<file path="config.mk">
export PLATFORM = sky130hd
export DESIGN_NAME = rv32im_branch_unit
export DESIGN_NICKNAME = d
export VERILOG_FILES = /design/src/rtl/rv32im_branch_unit_pkg.sv /design/src/rtl/rv32im_branch_unit_cond.sv /design/src/rtl/rv32im_branch_unit.sv
export SDC_FILE = /design/constraint.sdc
export NUM_CORES = 1
export LEC_CHECK = 0
export ABC_AREA = 1
export CORE_ASPECT_RATIO = 0.6
export CORE_MARGIN = 2
export CORE_UTILIZATION = 30
export CTS_CLUSTER_DIAMETER = 120
export CTS_CLUSTER_SIZE = 14
export DETAILED_ROUTE_END_ITERATION = 10
export REMOVE_ABC_BUFFERS = 1
export SLEW_MARGIN = 20
export SYNTH_ARGS = -nofsm -noshare
export SYNTH_HDL_FRONTEND = slang
export SYNTH_SLANG_ARGS = --single-unit
</file>
<file path="constraint.sdc">
create_clock -name clk_i -period 2.25 [get_ports clk_i]
set_input_delay 0.45 -clock clk_i [delete_from_list [all_inputs] [get_ports clk_i]]
set_output_delay 0.45 -clock clk_i [all_outputs]
set_load 0.01 [all_outputs]
</file>
<file path="src/rtl/rv32im_branch_unit_pkg.sv">
// Shared definitions for the RV32IM branch unit.
// Widths and funct3 branch encodings.
package rv32im_branch_unit_pkg;

  localparam int API_ADDR_WIDTH  = 32;
  localparam int API_DATA_WIDTH  = 32;
  localparam int BR_OPCODE_WIDTH = 3;

  localparam logic [BR_OPCODE_WIDTH-1:0] BR_OPCODE_BEQ  = 3'b000;
  localparam logic [BR_OPCODE_WIDTH-1:0] BR_OPCODE_BNE  = 3'b001;
  localparam logic [BR_OPCODE_WIDTH-1:0] BR_OPCODE_BLT  = 3'b100;
  localparam logic [BR_OPCODE_WIDTH-1:0] BR_OPCODE_BGE  = 3'b101;
  localparam logic [BR_OPCODE_WIDTH-1:0] BR_OPCODE_BLTU = 3'b110;
  localparam logic [BR_OPCODE_WIDTH-1:0] BR_OPCODE_BGEU = 3'b111;

endpackage

</file>
<file path="src/rtl/rv32im_branch_unit_cond.sv">
// Branch condition evaluation from ALU flags.
// Invalid funct3 values (010/011) evaluate as not taken.
module rv32im_branch_unit_cond
  import rv32im_branch_unit_pkg::*;
(
  input  logic                       alu_zero_i,
  input  logic                       res_msb_i,
  input  logic                       res_lsb_i,
  input  logic [BR_OPCODE_WIDTH-1:0] br_opcode_i,
  output logic                       cond_taken_o
);

  // Select the flag relevant to the branch type
  always_comb begin
    cond_taken_o = 1'b0;
    unique case (1'b1)
      (br_opcode_i == BR_OPCODE_BEQ):  cond_taken_o = alu_zero_i;
      (br_opcode_i == BR_OPCODE_BNE):  cond_taken_o = !alu_zero_i;
      (br_opcode_i == BR_OPCODE_BLT):  cond_taken_o = res_msb_i;
      (br_opcode_i == BR_OPCODE_BGE):  cond_taken_o = !res_msb_i;
      (br_opcode_i == BR_OPCODE_BLTU): cond_taken_o = res_lsb_i;
      (br_opcode_i == BR_OPCODE_BGEU): cond_taken_o = !res_lsb_i;
      default:                         cond_taken_o = 1'b0;
    endcase
  end

endmodule

</file>
<file path="src/rtl/rv32im_branch_unit.sv">
// RV32IM branch unit: taken decision and next fetch PC.
// Outputs are combinational; only the taken flag is also registered.
module rv32im_branch_unit #(
  parameter int API_ADDR_WIDTH  = rv32im_branch_unit_pkg::API_ADDR_WIDTH,
  parameter int API_DATA_WIDTH  = rv32im_branch_unit_pkg::API_DATA_WIDTH,
  parameter int BR_OPCODE_WIDTH = rv32im_branch_unit_pkg::BR_OPCODE_WIDTH
) (
  input  logic                       clk_i,
  input  logic                       rst_ni,
  input  logic                       br_en_i,
  input  logic                       br_conditional_i,
  input  logic                       alu_zero_i,
  input  logic [API_ADDR_WIDTH-1:0]  exu_calc_addr,
  input  logic [BR_OPCODE_WIDTH-1:0] br_opcode_i,
  input  logic [API_ADDR_WIDTH-1:0]  curr_pc_i,
  input  logic [API_DATA_WIDTH-1:0]  imm_i,
  output logic [API_ADDR_WIDTH-1:0]  br_pc_o,
  output logic [API_ADDR_WIDTH-1:0]  nxt_pc_o,
  output logic                       br_taken_o,
  output logic                       br_taken_q_o
);

  logic                      cond_taken;
  logic [API_ADDR_WIDTH-1:0] cond_tgt;
  logic [API_ADDR_WIDTH-1:0] jump_tgt;

  rv32im_branch_unit_cond u_cond (
    .alu_zero_i   (alu_zero_i),
    .res_msb_i    (exu_calc_addr[API_ADDR_WIDTH-1]),
    .res_lsb_i    (exu_calc_addr[0]),
    .br_opcode_i  (br_opcode_i),
    .cond_taken_o (cond_taken)
  );

  assign nxt_pc_o = curr_pc_i + API_ADDR_WIDTH'(4);
  assign cond_tgt = curr_pc_i + API_ADDR_WIDTH'(imm_i);
  assign jump_tgt = {exu_calc_addr[API_ADDR_WIDTH-1:1], 1'b0};

  // Taken decision and target mux
  always_comb begin
    br_taken_o = br_en_i && (!br_conditional_i || cond_taken);
    br_pc_o    = nxt_pc_o;
    if (br_taken_o) begin
      br_pc_o = br_conditional_i ? cond_tgt : jump_tgt;
    end
  end

  // Registered copy of the taken decision
  always_ff @(posedge clk_i or negedge rst_ni) begin
    if (!rst_ni) begin
      br_taken_q_o <= 1'b0;
    end else begin
      br_taken_q_o <= br_taken_o;
    end
  end

endmodule

</file>
==> results.yml <==
cells_and_area:
  drive_gt1_share_pct: 59.5
  final_common_cell: "nand2_1"
  reg_top3: "br_taken_q_o: 1 flops"
  fin_area_sq_um: 8890
  area_delta_synth_final_pct: 138
  fin_util_pct: 73.4
  layoutNonFillerInstCount: 1273
  final_cell_mix: "nand2_1, buf_4, inv_1, nand2_2, buf_6"
  largest_register: "br_taken_q_o"
  final_nets: 1246
  largest_reg_flops: 1
floorplanning:
  die_area_sq_um: 13400
  io_pins: 170
  rows: 31
  die_x_um: 148
  die_h_um: 90.5
  design.core.area_sq_um: 12100
  start_util_pct: 30.9
critical_path:
  crit_path_max_incr_delay_ns: 0.32
  worstPathRequired_ns: 1.80
  arrival_ns: 2.21
  critPathBufInv: 3
  cp_max_fo: 4
  crit_path_start_kind: "input pin"
  worstSetupPathType: "input pin to output port"
  cp.depth: 14
  end_kind: "output port"
  cp_cell_sequence: "buf_6 -> ha_4 -> nand2_1 -> nand2_1 -> inv_1 -> nand2_2 -> nand2_1 -> nand2_1 -> nand2_1 -> nand4_1 -> nand3_4 -> nand3_2 -> nand2_2 -> buf_6"
  crit_family: "simple AND/OR/NAND/NOR gates"
  slowest_stage: "ha_4"
  critPathMostFrequentCell: "nand2_1"
min_path:
  hold_class: "input pin to async pin"
routing:
  drt-initial-drc-count: 586
  wl_um: 24600
  dr.pass1.iters: 5
  avgRoutedWirePerCell_um: 19.3
  vias: 6738
  ant_nets: 0
  drcViolationCount: 0
  viasPerCell: 5.29
placement:
  placed_area_sq_um: 6720
  placedCellCount: 1221
  gp_congestion: 0.975
  portBuffers: 169
  post-dp-hpwl_um: 15000
synthesis:
  ys_seq_elements: 1
  ys_async_sr_fraction_pct: 100
  synth_cell_types: 37
  synth_enable_flop_cells: 0
  netlist_area_sq_um: 3740
  netlist_instances: 749
  synth_seq_area_share_pct: 0.669
  yosysTopAreaCell: "nand2_1"
  syn-mean-instance-area_sq_um: 4.99
  yosys_warnings: 0
  synth_top_cell_area_share_pct: 29.4
  synthTopCellsByArea: "nand2_1, inv_1, ha_1"
  ys.flop_type: "dfrtp_1"
sta:
  slew_headroom_pct: 76.0
  fmax_mhz: 376
  period_needed_ns: 2.66
  rsz0062_at_grt: "true"
  finalSetupViolations: 44
  fin_crit_sh_pct: 118
  fin_ws_ns: -0.410
  hold_viol_final: 0
  worst_slew_pin_slew_ns: 0.358
  finalMaxSlewViolations: 0
  hold-worst-slack_ns: 0.602
cts:
  cts_hold_buf: 0
  clkSlewWorstSetupHoldPaths_ns: 0
global_routing:
  grtUsageTotal_pct: 30.1
  grt_overflow: 0
  antenna_found_initial: 1
  grt_pass1_vias: 6150
  grt_max_degree: 27
  grt_first_pass_wirelength_um: 32400
power_and_ir_drop:
  power_density_nw_per_um2: 260
  ir_drop_v: 0.000109
  leakage_nw: 4.52
flow_run:
  cap_violations: 0
status:
  status: "finished with violations"
  violations: "setup timing"
[layout make-up]
class                      count  area (sq um)
multi-input combinational    615          5020
fill                         858          3220
timing repair buffer         372          3170
inverter                     119           462
tap                          165           206
sequential                     1          25.0
antenna                        1          2.50
[per-layer routing]
layer / vias to the layer above / track usage (%) / share of wire [%]
met2: 464 / 46.4 / 43
met4: 0 / 4.13 / 4.5
met3: 116 / 5.45 / 11
met5: - / 0 / 0
met1: 3107 / 44.3 / 42
li1: 3051 / - / -
[power breakdown]
group          internal, mW  switching, mW    total (mW)
Clock          0.0000000594              0  0.0000000594
Sequential           0.0197       0.000273        0.0199
Combinational          1.07           1.22          2.29
Total                  1.09           1.22          2.31
[Yosys cell counts (4+ instances only)]
library cell / n
nor2_4: 4
nor3_1: 10
or2_2: 12
nand2_1: 293
a21oi_1: 29
o21bai_1: 5
nand3_1: 58
nor2_1: 83
clkbuf_1: 8
buf_2: 4
o21ai_0: 15
xnor2_1: 12
xor2_1: 22
ha_1: 32
inv_1: 118
a31oi_1: 6
nand4_1: 9
[cell families (layout without fill, tap and decap cells)]
kind of cell | after synthesis | in the layout | synth area share [%]
simple gates | 485 | 485 | 56.0
buf+inv | 133 | 491 | 13.7
compound gates | 59 | 59 | 8.70
xor+xnor | 38 | 38 | 9.71
fa+ha+maj | 33 | 33 | 11.2
flops | 1 | 1 | 0.669
other cells | 0 | 1 | 0
[final timing paths]
path,slack [ns],startpoint,end
worst max-delay path,-0.41,curr_pc_i[12],br_pc_o[25]
worst min-delay path,0.60,rst_ni,br_taken_q_o$_DFF_PN0_
max in group asynchronous,1.55,rst_ni,br_taken_q_o$_DFF_PN0_
min in group clk_i,1.22,br_conditional_i,br_taken_q_o$_DFF_PN0_
[repair_timing]
item                                    4_1_cts  5_1_grt
gates resized for setup                     844      157
cloned                                        1        0
setup buffers                                49       12
endpoints found under the setup margin       63       57
pin swaps                                   198      136
[stage by stage]
| stage | worst slack [ns] | setup TNS, ns | power [mW] |
|---|---|---|---|
| after floorplan | -0.661 | -12.90 | 0.712 |
| after CTS | -0.325 | -7.53 | 1.99 |
| after global placement | -1.19 | -59.67 | 1.61 |
| final | -0.410 | -9.15 | 2.31 |
| after global routing | -0.444 | -12.54 | 2.43 |
| after detailed placement | -1.23 | -61.15 | 1.61 |
Power figures use the tool's default switching activity.
